**config.mk**
```make
export PLATFORM = sky130hd
export DESIGN_NAME = joy_dir_arbiter
export DESIGN_NICKNAME = d
export VERILOG_FILES = /design/src/rtl/joy_pkg.sv /design/src/rtl/joy_dir_chan.sv /design/src/rtl/joy_dir_arbiter.sv
export SDC_FILE = /design/constraint.sdc
export NUM_CORES = 1
export LEC_CHECK = 0
export ABC_AREA = 1
export CORE_UTILIZATION = 38
export CTS_CLUSTER_SIZE = 25
export DETAILED_ROUTE_END_ITERATION = 12
export PLACE_DENSITY = 0.6
export SLEW_MARGIN = 20
export SYNTH_ARGS = -nofsm -noshare
export SYNTH_HDL_FRONTEND = slang
export SYNTH_SLANG_ARGS = --single-unit
```
**constraint.sdc**
```tcl
create_clock -name clk_sys -period 3.19 [get_ports clk_sys]
set_clock_uncertainty 0.15 [all_clocks]
set_input_delay 0.638 -clock clk_sys [delete_from_list [all_inputs] [get_ports clk_sys]]
set_output_delay 0.638 -clock clk_sys [all_outputs]
set_load 0.05 [all_outputs]
```
**src/rtl/joy_pkg.sv**
```systemverilog
// -----------------------------------------------------------------------------
// joy_pkg
// Shared definitions for the joystick direction conditioner.
//   DIR_*      bit positions inside a 4-bit direction nibble {up,down,left,right}
//   dir_t      one channel's direction nibble
//   act_t      which direction currently owns a 4-way channel
//   rot90      90-degree rotation of a nibble
//   prio_pick  one-hot of the highest-priority set bit (up>down>left>right)
//   act_from_onehot / act_onehot  conversions between act_t and a one-hot nibble
// -----------------------------------------------------------------------------
package joy_pkg;

    localparam int DIR_UP    = 3;
    localparam int DIR_DOWN  = 2;
    localparam int DIR_LEFT  = 1;
    localparam int DIR_RIGHT = 0;

    typedef logic [3:0] dir_t;

    typedef enum logic [2:0] {
        ACT_NONE,
        ACT_UP,
        ACT_DOWN,
        ACT_LEFT,
        ACT_RIGHT
    } act_t;

    // Rotated cabinet: up<-left, down<-right, left<-down, right<-up.
    function automatic dir_t rot90(dir_t d);
        dir_t r;
        r            = '0;
        r[DIR_UP]    = d[DIR_LEFT];
        r[DIR_DOWN]  = d[DIR_RIGHT];
        r[DIR_LEFT]  = d[DIR_DOWN];
        r[DIR_RIGHT] = d[DIR_UP];
        return r;
    endfunction

    function automatic dir_t prio_pick(dir_t d);
        dir_t r;
        r = '0;
        if (d[DIR_UP])          r[DIR_UP]    = 1'b1;
        else if (d[DIR_DOWN])   r[DIR_DOWN]  = 1'b1;
        else if (d[DIR_LEFT])   r[DIR_LEFT]  = 1'b1;
        else if (d[DIR_RIGHT])  r[DIR_RIGHT] = 1'b1;
        return r;
    endfunction

    function automatic act_t act_from_onehot(dir_t oh);
        act_t a;
        a = ACT_NONE;
        if (oh[DIR_UP])          a = ACT_UP;
        else if (oh[DIR_DOWN])   a = ACT_DOWN;
        else if (oh[DIR_LEFT])   a = ACT_LEFT;
        else if (oh[DIR_RIGHT])  a = ACT_RIGHT;
        return a;
    endfunction

    function automatic dir_t act_onehot(act_t a);
        dir_t r;
        r = '0;
        case (a)
            ACT_UP:    r[DIR_UP]    = 1'b1;
            ACT_DOWN:  r[DIR_DOWN]  = 1'b1;
            ACT_LEFT:  r[DIR_LEFT]  = 1'b1;
            ACT_RIGHT: r[DIR_RIGHT] = 1'b1;
            default:   r = '0;
        endcase
        return r;
    endfunction

endpackage

```
**src/rtl/joy_dir_chan.sv**
```systemverilog
// -----------------------------------------------------------------------------
// joy_dir_chan
// One joystick channel: optional rotation, 2-flop synchroniser, per-bit
// debounce, 4-way newest-press-wins / 8-way opposite-cancel filter, and a
// one-clock change pulse.
// Ports:
//   i_clk      system clock
//   i_rst_n    asynchronous active-low reset
//   i_ce       debounce tick enable
//   i_mode8    0 = 4-way, 1 = 8-way
//   i_rotate   1 = rotate the raw nibble by 90 degrees
//   i_dir      raw {up,down,left,right}, active-high
//   o_dir      conditioned direction, registered
//   o_changed  one-clock pulse whenever o_dir changes
// -----------------------------------------------------------------------------
module joy_dir_chan
    import joy_pkg::*;
#(
    parameter int DEB_CNT = 1023,
    parameter int DEB_W   = 10
) (
    input  logic i_clk,
    input  logic i_rst_n,
    input  logic i_ce,
    input  logic i_mode8,
    input  logic i_rotate,
    input  dir_t i_dir,
    output dir_t o_dir,
    output logic o_changed
);

    // Guard against DEB_CNT = 0 so the compare constant stays in range.
    localparam int              DEB_LAST_I = (DEB_CNT > 0) ? DEB_CNT - 1 : 0;
    localparam logic [DEB_W-1:0] DEB_LAST  = DEB_W'(DEB_LAST_I);

    dir_t             w_rot;
    dir_t             r_sync1;
    dir_t             r_sync2;
    dir_t             r_stable;
    dir_t             r_stable_d;
    logic [DEB_W-1:0] r_cnt [4];
    act_t             r_active;
    act_t             w_active_next;
    dir_t             w_rise;
    dir_t             w_dir_next;
    dir_t             w_cancel;
    dir_t             r_dir;
    logic             r_changed;

    assign w_rot = i_rotate ? rot90(i_dir) : i_dir;

    always_ff @(posedge i_clk or negedge i_rst_n) begin
        if (!i_rst_n) begin
            r_sync1 <= '0;
            r_sync2 <= '0;
        end else begin
            r_sync1 <= w_rot;
            r_sync2 <= r_sync1;
        end
    end

    // A bit is accepted only after it has differed from stable for DEB_CNT
    // consecutive ce ticks; returning to the stable value clears the count,
    // so the counter never wraps.
    always_ff @(posedge i_clk or negedge i_rst_n) begin
        if (!i_rst_n) begin
            r_stable <= '0;
            for (int b = 0; b < 4; b++) begin
                r_cnt[b] <= '0;
            end
        end else begin
            for (int b = 0; b < 4; b++) begin
                if (r_sync2[b] == r_stable[b]) begin
                    r_cnt[b] <= '0;
                end else if (DEB_CNT == 0) begin
                    r_stable[b] <= r_sync2[b];
                end else if (i_ce) begin
                    if (r_cnt[b] == DEB_LAST) begin
                        r_stable[b] <= r_sync2[b];
                        r_cnt[b]    <= '0;
                    end else begin
                        r_cnt[b] <= r_cnt[b] + 1'b1;
                    end
                end
            end
        end
    end

    assign w_rise = r_stable & ~r_stable_d;

    always_ff @(posedge i_clk or negedge i_rst_n) begin
        if (!i_rst_n) begin
            r_stable_d <= '0;
            r_active   <= ACT_NONE;
        end else begin
            r_stable_d <= r_stable;
            r_active   <= w_active_next;
        end
    end

    // Newest press wins; when the owner is released (or there is no owner)
    // fall back to the highest-priority direction still held. The owner is
    // tracked in 8-way mode too so a mode switch picks up seamlessly.
    always_comb begin
        w_active_next = r_active;
        if (w_rise != '0) begin
            w_active_next = act_from_onehot(prio_pick(w_rise));
        end else if ((act_onehot(r_active) & r_stable) == '0) begin
            w_active_next = act_from_onehot(prio_pick(r_stable));
        end
    end

    always_comb begin
        w_cancel = r_stable;
        if (r_stable[DIR_UP] && r_stable[DIR_DOWN]) begin
            w_cancel[DIR_UP]   = 1'b0;
            w_cancel[DIR_DOWN] = 1'b0;
        end
        if (r_stable[DIR_LEFT] && r_stable[DIR_RIGHT]) begin
            w_cancel[DIR_LEFT]  = 1'b0;
            w_cancel[DIR_RIGHT] = 1'b0;
        end
    end

    // Output uses the next owner so a rise shows up on the same edge it is seen.
    assign w_dir_next = i_mode8 ? w_cancel : (act_onehot(w_active_next) & r_stable);

    always_ff @(posedge i_clk or negedge i_rst_n) begin
        if (!i_rst_n) begin
            r_dir     <= '0;
            r_changed <= 1'b0;
        end else begin
            r_dir     <= w_dir_next;
            r_changed <= (w_dir_next != r_dir);
        end
    end

    assign o_dir     = r_dir;
    assign o_changed = r_changed;

endmodule

```
**src/rtl/joy_dir_arbiter.sv**
```systemverilog
// -----------------------------------------------------------------------------
// joy_dir_arbiter
// Multi-channel joystick direction conditioner. Each channel is an independent
// joy_dir_chan; there is no interaction between channels.
// Ports:
//   clk_sys   system clock
//   reset_n   asynchronous active-low reset
//   ce        debounce tick enable
//   mode8     0 = 4-way, 1 = 8-way (all channels)
//   rotate    1 = rotate all channels by 90 degrees
//   dir_in    raw dirs, channel c at [4c+3:4c] = {up,down,left,right}
//   dir_out   conditioned dirs, same packing, registered
//   changed   per-channel one-clock pulse when that channel's dir_out changes
// -----------------------------------------------------------------------------
module joy_dir_arbiter
    import joy_pkg::*;
#(
    parameter int NUM_CH  = 2,
    parameter int DEB_CNT = 1023,
    parameter int DEB_W   = 10
) (
    input  logic                  clk_sys,
    input  logic                  reset_n,
    input  logic                  ce,
    input  logic                  mode8,
    input  logic                  rotate,
    input  logic [NUM_CH*4-1:0]   dir_in,
    output logic [NUM_CH*4-1:0]   dir_out,
    output logic [NUM_CH-1:0]     changed
);

    for (genvar c = 0; c < NUM_CH; c++) begin : g_chan
        joy_dir_chan #(
            .DEB_CNT (DEB_CNT),
            .DEB_W   (DEB_W)
        ) u_chan (
            .i_clk     (clk_sys),
            .i_rst_n   (reset_n),
            .i_ce      (ce),
            .i_mode8   (mode8),
            .i_rotate  (rotate),
            .i_dir     (dir_in[4*c +: 4]),
            .o_dir     (dir_out[4*c +: 4]),
            .o_changed (changed[c])
        );
    end

endmodule

```
==> flow_summary.json, run 1 <==
{
  "pre_cts_ws_ps": 712,
  "ys_async_sr_fraction_pct": 100,
  "start_util_pct": 38.8,
  "routed_wl_um": 12700,
  "avgSynthCellArea_um2": 8.32,
  "hold_slack_ps": 13.7,
  "reg2reg_to": "g_chan[0].u_chan.r_cnt[6]$_DFFE_PN0P_",
  "drtIter0Drc": 334,
  "postLayoutSetupSlackWorst_ps": 753,
  "critPathBufInv": 1,
  "fin_cells": 1071,
  "power_mw": 4.12,
  "critical_path_class": "register to output pin",
  "r2r_start": "g_chan[0].u_chan.r_cnt[0]$_DFFE_PN0P_",
  "insertion_delay_ps": 420,
  "crit_path_end_kind": "output pin",
  "cts_tree": "built",
  "slowest_stage": "clkdlybuf4s50_1",
  "cts_root_buf": "clkbuf_16",
  "dieHeight_um": 134,
  "r2r_slack_ps": 1270,
  "final_nets": 863,
  "cts_hold_buf": 0,
  "setup_tns_ps": 0,
  "drive_gt1_share_pct": 9.57,
  "worst_pin_slew_ps": 542,
  "io-pin-count": 23,
  "gp_congestion": 0.804,
  "setup_violations": 0,
  "path_clk_slew_ps": 60,
  "synth_ff_type": "dfrtp_1",
  "synth-edff-count": 0,
  "status": "completed",
  "synthSimpleGateAreaFrac_pct": 25.1,
  "fillers": 1725,
  "start_kind": "register",
  "wl_per_cell_um": 11.9,
  "min_path_type": "primary input to asynchronous set/reset pin",
  "finalInstanceArea_um2": 7720,
  "overflow": 0,
  "rows": 48,
  "numCtsBuffers": 17,
  "via_per_inst": 4.80,
  "synth_area_um2": 6660,
  "yosys_warnings": 0,
  "die_x_um": 134,
  "grt_max_degree": 58,
  "grt_usage_pct": 16.1,
  "fmax_mhz": 410,
  "r2r_cells": 9,
  "synthAdderAreaFrac_pct": 3.01,
  "hold_viol_final": 0,
  "yosys-top-cells-area": "dfrtp_1 (48%), nand2_1 (8.8%), inv_1 (6.0%)",
  "portBuffers": 22,
  "clock_sinks": 128,
  "synth_nets": 829,
  "core_area_um2": 17200,
  "p_leak_nw": 3.47,
  "slew_headroom_pct": 63.8,
  "ys_seq_area_share_pct": 48.1,
  "ant_nets": 0,
  "hpwlAfterDp_um": 9290,
  "period_share_pct": 76.4,
  "area_growth_pct": 16.0,
  "cp.arrival_ps": 1650,
  "placed_area_um2": 7130,
  "post_cts_buffers": 0,
  "dieArea_um2": 18100,
  "synth_compound_area_share_pct": 11.3,
  "syn_inst": 800,
  "drc": 0,
  "synth_seq_cells": 128,
  "antenna_found_initial": 0,
  "yosysTopAreaCell": "dfrtp_1",
  "diodes": 0,
  "synth_xor_area_share_pct": 4.85,
  "dpl.cell_count": 1040,
  "firstDrtPassIters": 4,
  "drv_cap": 0,
  "cpLargestDelayFamily": "buffers and inverters",
  "synthMuxAreaShare_pct": 0,
  "synth_top_family_by_area": "simple AND/OR/NAND/NOR gates",
  "crit_fanout": 3,
  "power_density_nw_per_um2": 534,
  "clk_path_buf_depth": 2,
  "rsz0062_at_grt": "false",
  "cp_data_required_time_ps": 2400,
  "grt_pass1_wl_um": 23400,
  "final_util_pct": 45.0,
  "routed-via-count": 5143,
  "cts_resized": 0,
  "vdd_drop_max_mv": 0.398,
  "crit_chain": "clkdlybuf4s50_1",
  "cts_max_level": 4,
  "synth_top_area_share_pct": 48.1,
  "synth_cell_types": 43,
  "finalMaxSlewViolations": 0,
  "fin_crit_ps": 2440,
  "grt_pass1_vias": 5101,
  "cpPeakStageDelay_ps": 850
}
placed cells by master, fill, tap and decap left out, drive strengths merged, types with 2 or more instances in the layout:
master	instances
and3	2
nor4	5
o21ai	71
clkdlybuf4s50	21
nand3	79
buf	5
nand3b	2
nand4	12
clkinv	4
nor2	73
inv	115
dfrtp	128
nor3	14
xnor2	9
nor3b	3
clkbuf	25
a211oi	2
ha	16
nand2	172
bufinv	3
xor2	27
a221oi	2
o32ai	4
a21oi	35
o22ai	14
metal layers:
layer	vias up	global-route usage, %	part of all wire, %
met5	-	0	0
met4	0	5.43	1.1
met3	12	3.55	3.0
met2	68	25.2	45
met1	2384	21.9	51
li1	2679	-	-
state kept, by name (all words and copies together) (netlist names):
register	count
g_chan.u_chan.o_changed	2
g_chan.u_chan.o_dir	8
g_chan.u_chan.r_active	6
g_chan.u_chan.r_cnt	80
g_chan.u_chan.r_stable	8
g_chan.u_chan.r_stable_d	8
g_chan.u_chan.r_sync1	8
g_chan.u_chan.r_sync2	8
worst max path at each step:
stage                     depth (start not counted)  slack, ps                           startpoint                                endpoint
after floorplan                                   7       1360                                   ce  g_chan[0].u_chan.r_cnt[15]$_DFFE_PN0P_
after global placement                            7        740                                   ce  g_chan[0].u_chan.r_cnt[15]$_DFFE_PN0P_
after detailed placement                          7        710                                   ce  g_chan[0].u_chan.r_cnt[15]$_DFFE_PN0P_
after CTS                                         1        710  g_chan[1].u_chan.o_dir[1]$_DFF_PN0_                              dir_out[5]
after global routing                              1        690  g_chan[1].u_chan.o_dir[1]$_DFF_PN0_                              dir_out[5]
final                                             1        750  g_chan[1].u_chan.o_dir[1]$_DFF_PN0_                              dir_out[5]
layout make-up:
cell class / count / area, um^2 / area share [%]
sequential: 128 / 3200 / 41.5
multi-input combinational: 545 / 2950 / 38.2
clock buffer: 25 / 485 / 6.29
inverter: 116 / 437 / 5.65
tap: 225 / 282 / 3.64
timing repair buffer: 26 / 264 / 3.42
clock inverter: 6 / 105 / 1.36
logic make-up (layout without fill, tap and decap cells):
group,Yosys count,after routing
AOI/OAI and AO/OA,131,131
xor gates and xnor gates,36,36
adders and majority gates,16,16
buffers and inverters,127,173
DFF,128,128
and+or+nand+nor,362,362
synth_stat cells, types with 5 or more instances:
cell type and count:
nand2_1 156, o22ai_1 14, dfrtp_1 128, nor3_1 11, o21ai_0 65, nor2_1 69
nor4_1 5, inv_1 107, nand3_2 6, o21ai_2 5, nand4_1 11, nand3_1 73
xnor2_1 9, ha_1 16, a21oi_1 35, inv_2 8, nand2_2 15, xor2_1 26
where the power goes:
group / switching (mW) / total (mW) / internal, mW
logic: 0.276 / 0.413 / 0.137
clock network: 0.666 / 1.95 / 1.28
registers: 0.0660 / 1.76 / 1.70
total: 1.01 / 4.12 / 3.12
Note: power is estimated with default switching activity, not from simulation.
==> run 2: changes to the inputs <==
- clock period: 3.19 -> 2.3 ns (I/O delays scaled with it)
==> flow_summary.json, run 2 (synthesized netlist as in run 1, its figures left out) <==
{
  "diodes": 0,
  "cts_tree": "built",
  "hold_slack_ps": 197,
  "finalMaxSlewViolations": 0,
  "power.clock.fraction_pct": 46.3,
  "power_frac_comb_pct": 10.4,
  "setup_tns_ps": 0,
  "drtIter0Drc": 255,
  "numCtsBuffers": 17,
  "dieArea_um2": 18100,
  "cts_max_level": 4,
  "insertion_delay_ps": 410,
  "overflow": 0,
  "power_density_nw_per_um2": 724,
  "p_int_mw": 4.26,
  "drv_cap": 0,
  "area_growth_pct": 17.3,
  "post_cts_buffers": 0,
  "status": "completed",
  "grt_pass1_vias": 4977,
  "period_share_pct": 97.0,
  "final_nets": 876,
  "grt_max_degree": 59,
  "seq_power_share_pct": 43.3,
  "fmax_mhz": 448,
  "start_util_pct": 38.8,
  "gp_congestion": 0.819,
  "io-pin-count": 23,
  "grt_usage_pct": 15.5,
  "core_area_um2": 17200,
  "top_register": "g_chan.u_chan.r_cnt",
  "rows": 48,
  "crit_fanout": 3,
  "crit_path_end_kind": "output pin",
  "path_clk_slew_ps": 50,
  "r2r_slack_ps": 410,
  "cts_resized": 0,
  "rsz0062_at_grt": "false",
  "dieHeight_um": 134,
  "via_per_inst": 4.76,
  "worst_pin_slew_ps": 536,
  "clock_sinks": 128,
  "min_path_type": "register to register",
  "cts_root_buf": "clkbuf_16",
  "antenna_found_initial": 0,
  "grt_pass1_wl_um": 22400,
  "firstDrtPassIters": 5,
  "cpPeakStageDelay_ps": 840,
  "slowest_stage": "clkdlybuf4s50_1",
  "critical_path_class": "register to output pin",
  "netSwitchingPower_mw": 1.40,
  "crit_chain": "clkdlybuf4s50_1",
  "start_kind": "register",
  "drc": 0,
  "final_cell_mix": "nand2_1 (156), dfrtp_1 (128), inv_1 (107), nand3_1 (73), nor2_1 (69)",
  "die_x_um": 134,
  "cpLargestDelayFamily": "buffers and inverters",
  "power_mw": 5.66,
  "drive_gt1_share_pct": 10.8,
  "clk_path_buf_depth": 2,
  "portBuffers": 22,
  "hold_viol_final": 0,
  "cp.arrival_ps": 1620,
  "placed_area_um2": 7220,
  "slew_headroom_pct": 64.2,
  "fin_crit_ps": 2230,
  "routed-via-count": 5165,
  "ant_nets": 0,
  "critPathBufInv": 1,
  "hpwlAfterDp_um": 9250,
  "p_leak_nw": 3.52,
  "final_common_cell": "nand2_1",
  "routed_wl_um": 12600,
  "cp_data_required_time_ps": 1690,
  "vdd_drop_max_mv": 0.531,
  "pre_cts_ws_ps": 153,
  "finalInstanceArea_um2": 7810,
  "switching_share_pct": 24.8,
  "wl_per_cell_um": 11.6,
  "largest_reg_flops": 80,
  "postLayoutSetupSlackWorst_ps": 68.8,
  "setup_violations": 0
}
==> run 2: cell count changes in the layout (fill, tap and decap cells not counted) <==
cell / delta
buf_4: +12
bufinv_16: -1
clkbuf_8: +1
clkinv_2: -1
clkinvlp_4: +1
dlygate4sd3_1: +1
==> run 2: final cells by class <==
cell class | count | area [um^2]
Multi-Input combinational cell | 545 | 2950
Clock inverter | 5 | 77.6
Tap cell | 225 | 282
Timing Repair Buffer | 39 | 364
Inverter | 116 | 437
Sequential cell | 128 | 3200
Clock buffer | 26 | 499
Fill cell | 1697 | 9370
==> run 2: final timing paths <==
kind / startpoint / end / depth (start not counted)
worst max-delay path: g_chan[1].u_chan.o_dir[1]$_DFF_PN0_ / dir_out[5] / 1
worst min-delay path: g_chan[1].u_chan.r_sync1[0]$_DFF_PN0_ / g_chan[1].u_chan.r_sync2[0]$_DFF_PN0_ / 0
worst max register to register: g_chan[0].u_chan.r_stable[1]$_DFFE_PN0P_ / g_chan[0].u_chan.o_changed$_DFF_PN0_ / 10
worst min register to register: g_chan[1].u_chan.r_sync1[0]$_DFF_PN0_ / g_chan[1].u_chan.r_sync2[0]$_DFF_PN0_ / 0
max in group asynchronous: reset_n / g_chan[1].u_chan.r_cnt[28]$_DFFE_PN0P_ / 3
min in group asynchronous: reset_n / g_chan[0].u_chan.r_active[2]$_DFF_PN0_ / 2
==> run 2: power groups by stage <==
stage	registers [mW]	logic, mW	clock network [mW]
final	2.45	0.587	2.62
after global routing	2.46	0.678	2.79
after CTS	2.45	0.597	2.69
after detailed placement	2.49	0.594	0
after global placement	2.48	0.587	0
after floorplan	2.49	0.374	0
==> run 2: repair_timing <==
action,in CTS,in global routing
endpoints found under the setup margin,0,0
hold buffers,1,0
hold endpoints to repair,53,0
==> run 2: stage by stage <==
step	instances	util, %
after floorplan	800	-
after global placement	1052	42.1
after detailed placement	1052	42.1
after CTS	1084	45.5
after global routing	1084	45.5
final	1084	45.5
==> run 2: routing by layer <==
metal  GRT usage (%)  up-vias  wire [um]
met5               0        -          0
met4            5.18        0        140
met3            4.27       11        437
met2            24.1       74       5500
met1            21.0     2370       6490
li1                -     2710          -
==> run 3: changes to the inputs <==
- CORE_ASPECT_RATIO: unset -> 0.7
==> flow_summary.json, run 3 (synthesized netlist as in run 1, its figures left out) <==
{
  "status": "completed",
  "seq_power_share_pct": 45.4,
  "area_growth_pct": 16.1,
  "cts_root_buf": "clkbuf_16",
  "hold_slack_ps": 196,
  "dieArea_um2": 18100,
  "largest_reg_flops": 80,
  "gp_congestion": 0.805,
  "crit_path_end_kind": "output pin",
  "cp_data_required_time_ps": 1690,
  "routed_wl_um": 13000,
  "p_int_mw": 3.96,
  "power.clock.fraction_pct": 43.5,
  "finalInstanceArea_um2": 7730,
  "critical_path_class": "register to output pin",
  "switching_share_pct": 26.4,
  "worst_pin_slew_ps": 594,
  "overflow": 0,
  "grt_pass1_wl_um": 23100,
  "netSwitchingPower_mw": 1.42,
  "drive_gt1_share_pct": 10.4,
  "power_density_nw_per_um2": 697,
  "numCtsBuffers": 17,
  "crit_fanout": 3,
  "die_x_um": 160,
  "insertion_delay_ps": 410,
  "grt_max_degree": 57,
  "crit_chain": "clkdlybuf4s50_1",
  "top_register": "g_chan.u_chan.r_cnt",
  "fillers": 1646,
  "setup_violations": 0,
  "wl_per_cell_um": 12.0,
  "diodes": 0,
  "hold_viol_final": 0,
  "ant_nets": 0,
  "dpl.cell_count": 1054,
  "cts_resized": 0,
  "placed_area_um2": 7210,
  "portBuffers": 22,
  "finalMaxSlewViolations": 0,
  "cts_tree": "built",
  "fin_cells": 1085,
  "hpwlAfterDp_um": 9210,
  "clk_path_buf_depth": 2,
  "drtIter0Drc": 349,
  "antenna_found_initial": 0,
  "power_mw": 5.39,
  "post_cts_buffers": 0,
  "final_nets": 872,
  "critPathBufInv": 1,
  "cpLargestDelayFamily": "buffers and inverters",
  "firstDrtPassIters": 4,
  "vdd_drop_max_mv": 0.418,
  "drc": 0,
  "start_kind": "register",
  "cpPeakStageDelay_ps": 810,
  "path_clk_slew_ps": 60,
  "pre_cts_ws_ps": 141,
  "clock_sinks": 128,
  "cts_max_level": 4,
  "drv_cap": 0,
  "p_leak_nw": 3.48,
  "slew_headroom_pct": 60.3,
  "final_cell_mix": "nand2_1 (156), dfrtp_1 (128), inv_1 (107), nand3_1 (73), nor2_1 (69)",
  "rows": 40,
  "period_share_pct": 95.8,
  "final_util_pct": 45.0,
  "routed-via-count": 5184,
  "dieHeight_um": 113,
  "grt_pass1_vias": 4867,
  "power_frac_comb_pct": 11.1,
  "grt_usage_pct": 15.7,
  "io-pin-count": 23,
  "cts_hold_buf": 1,
  "final_common_cell": "nand2_1",
  "core_area_um2": 17200,
  "setup_tns_ps": 0,
  "fmax_mhz": 454,
  "cp.arrival_ps": 1590,
  "rsz0062_at_grt": "false",
  "postLayoutSetupSlackWorst_ps": 97.3,
  "via_per_inst": 4.78,
  "min_path_type": "register to register",
  "slowest_stage": "clkdlybuf4s50_1",
  "fin_crit_ps": 2200,
  "start_util_pct": 38.8
}
-- run 3: power by group through the flow --
stage | Clock, mW | Combinational, mW | Sequential [mW]
5_1_grt | 2.49 | 0.685 | 2.45
6_report | 2.35 | 0.596 | 2.44
4_1_cts | 2.40 | 0.604 | 2.44
3_5_place_dp | 0 | 0.598 | 2.48
2_1_floorplan | 0 | 0.374 | 2.49
3_3_place_gp | 0 | 0.595 | 2.48
-- run 3: routing by layer --
| metal | routed length [um] | track usage [%] | part of all wire (%) |
|---|---|---|---|
| met1 | 7180 | 23.6 | 55 |
| met2 | 5280 | 22.4 | 41 |
| met3 | 445 | 3.92 | 3.4 |
| met4 | 88 | 4.57 | 0.68 |
| met5 | 0 | 0 | 0 |
-- run 3: path summary, 6_finish.rpt --
check                                                              start                                      to  slack [ps]  cells past startpoint
worst max register to register  g_chan[0].u_chan.r_stable[3]$_DFFE_PN0P_    g_chan[0].u_chan.o_changed$_DFF_PN0_         400                     10
min in group asynchronous                                        reset_n  g_chan[0].u_chan.r_cnt[36]$_DFFE_PN0P_         370                      2
worst min-delay path               g_chan[1].u_chan.r_sync1[3]$_DFF_PN0_   g_chan[1].u_chan.r_sync2[3]$_DFF_PN0_         200                      0
worst min register to register     g_chan[1].u_chan.r_sync1[3]$_DFF_PN0_   g_chan[1].u_chan.r_sync2[3]$_DFF_PN0_         200                      0
worst max-delay path                 g_chan[0].u_chan.o_dir[3]$_DFF_PN0_                              dir_out[3]         100                      1
max in group asynchronous                                        reset_n  g_chan[1].u_chan.r_cnt[27]$_DFFE_PN0P_        1000                      3
-- run 3: layout make-up --
type                            count  area [um^2]  area share, %
Multi-Input combinational cell    545         2950           38.1
Clock inverter                      7         38.8          0.502
Inverter                          116          437           5.65
Timing Repair Buffer               35          347           4.48
Sequential cell                   128         3200           41.4
Clock buffer                       23          468           6.05
Tap cell                          231          289           3.74
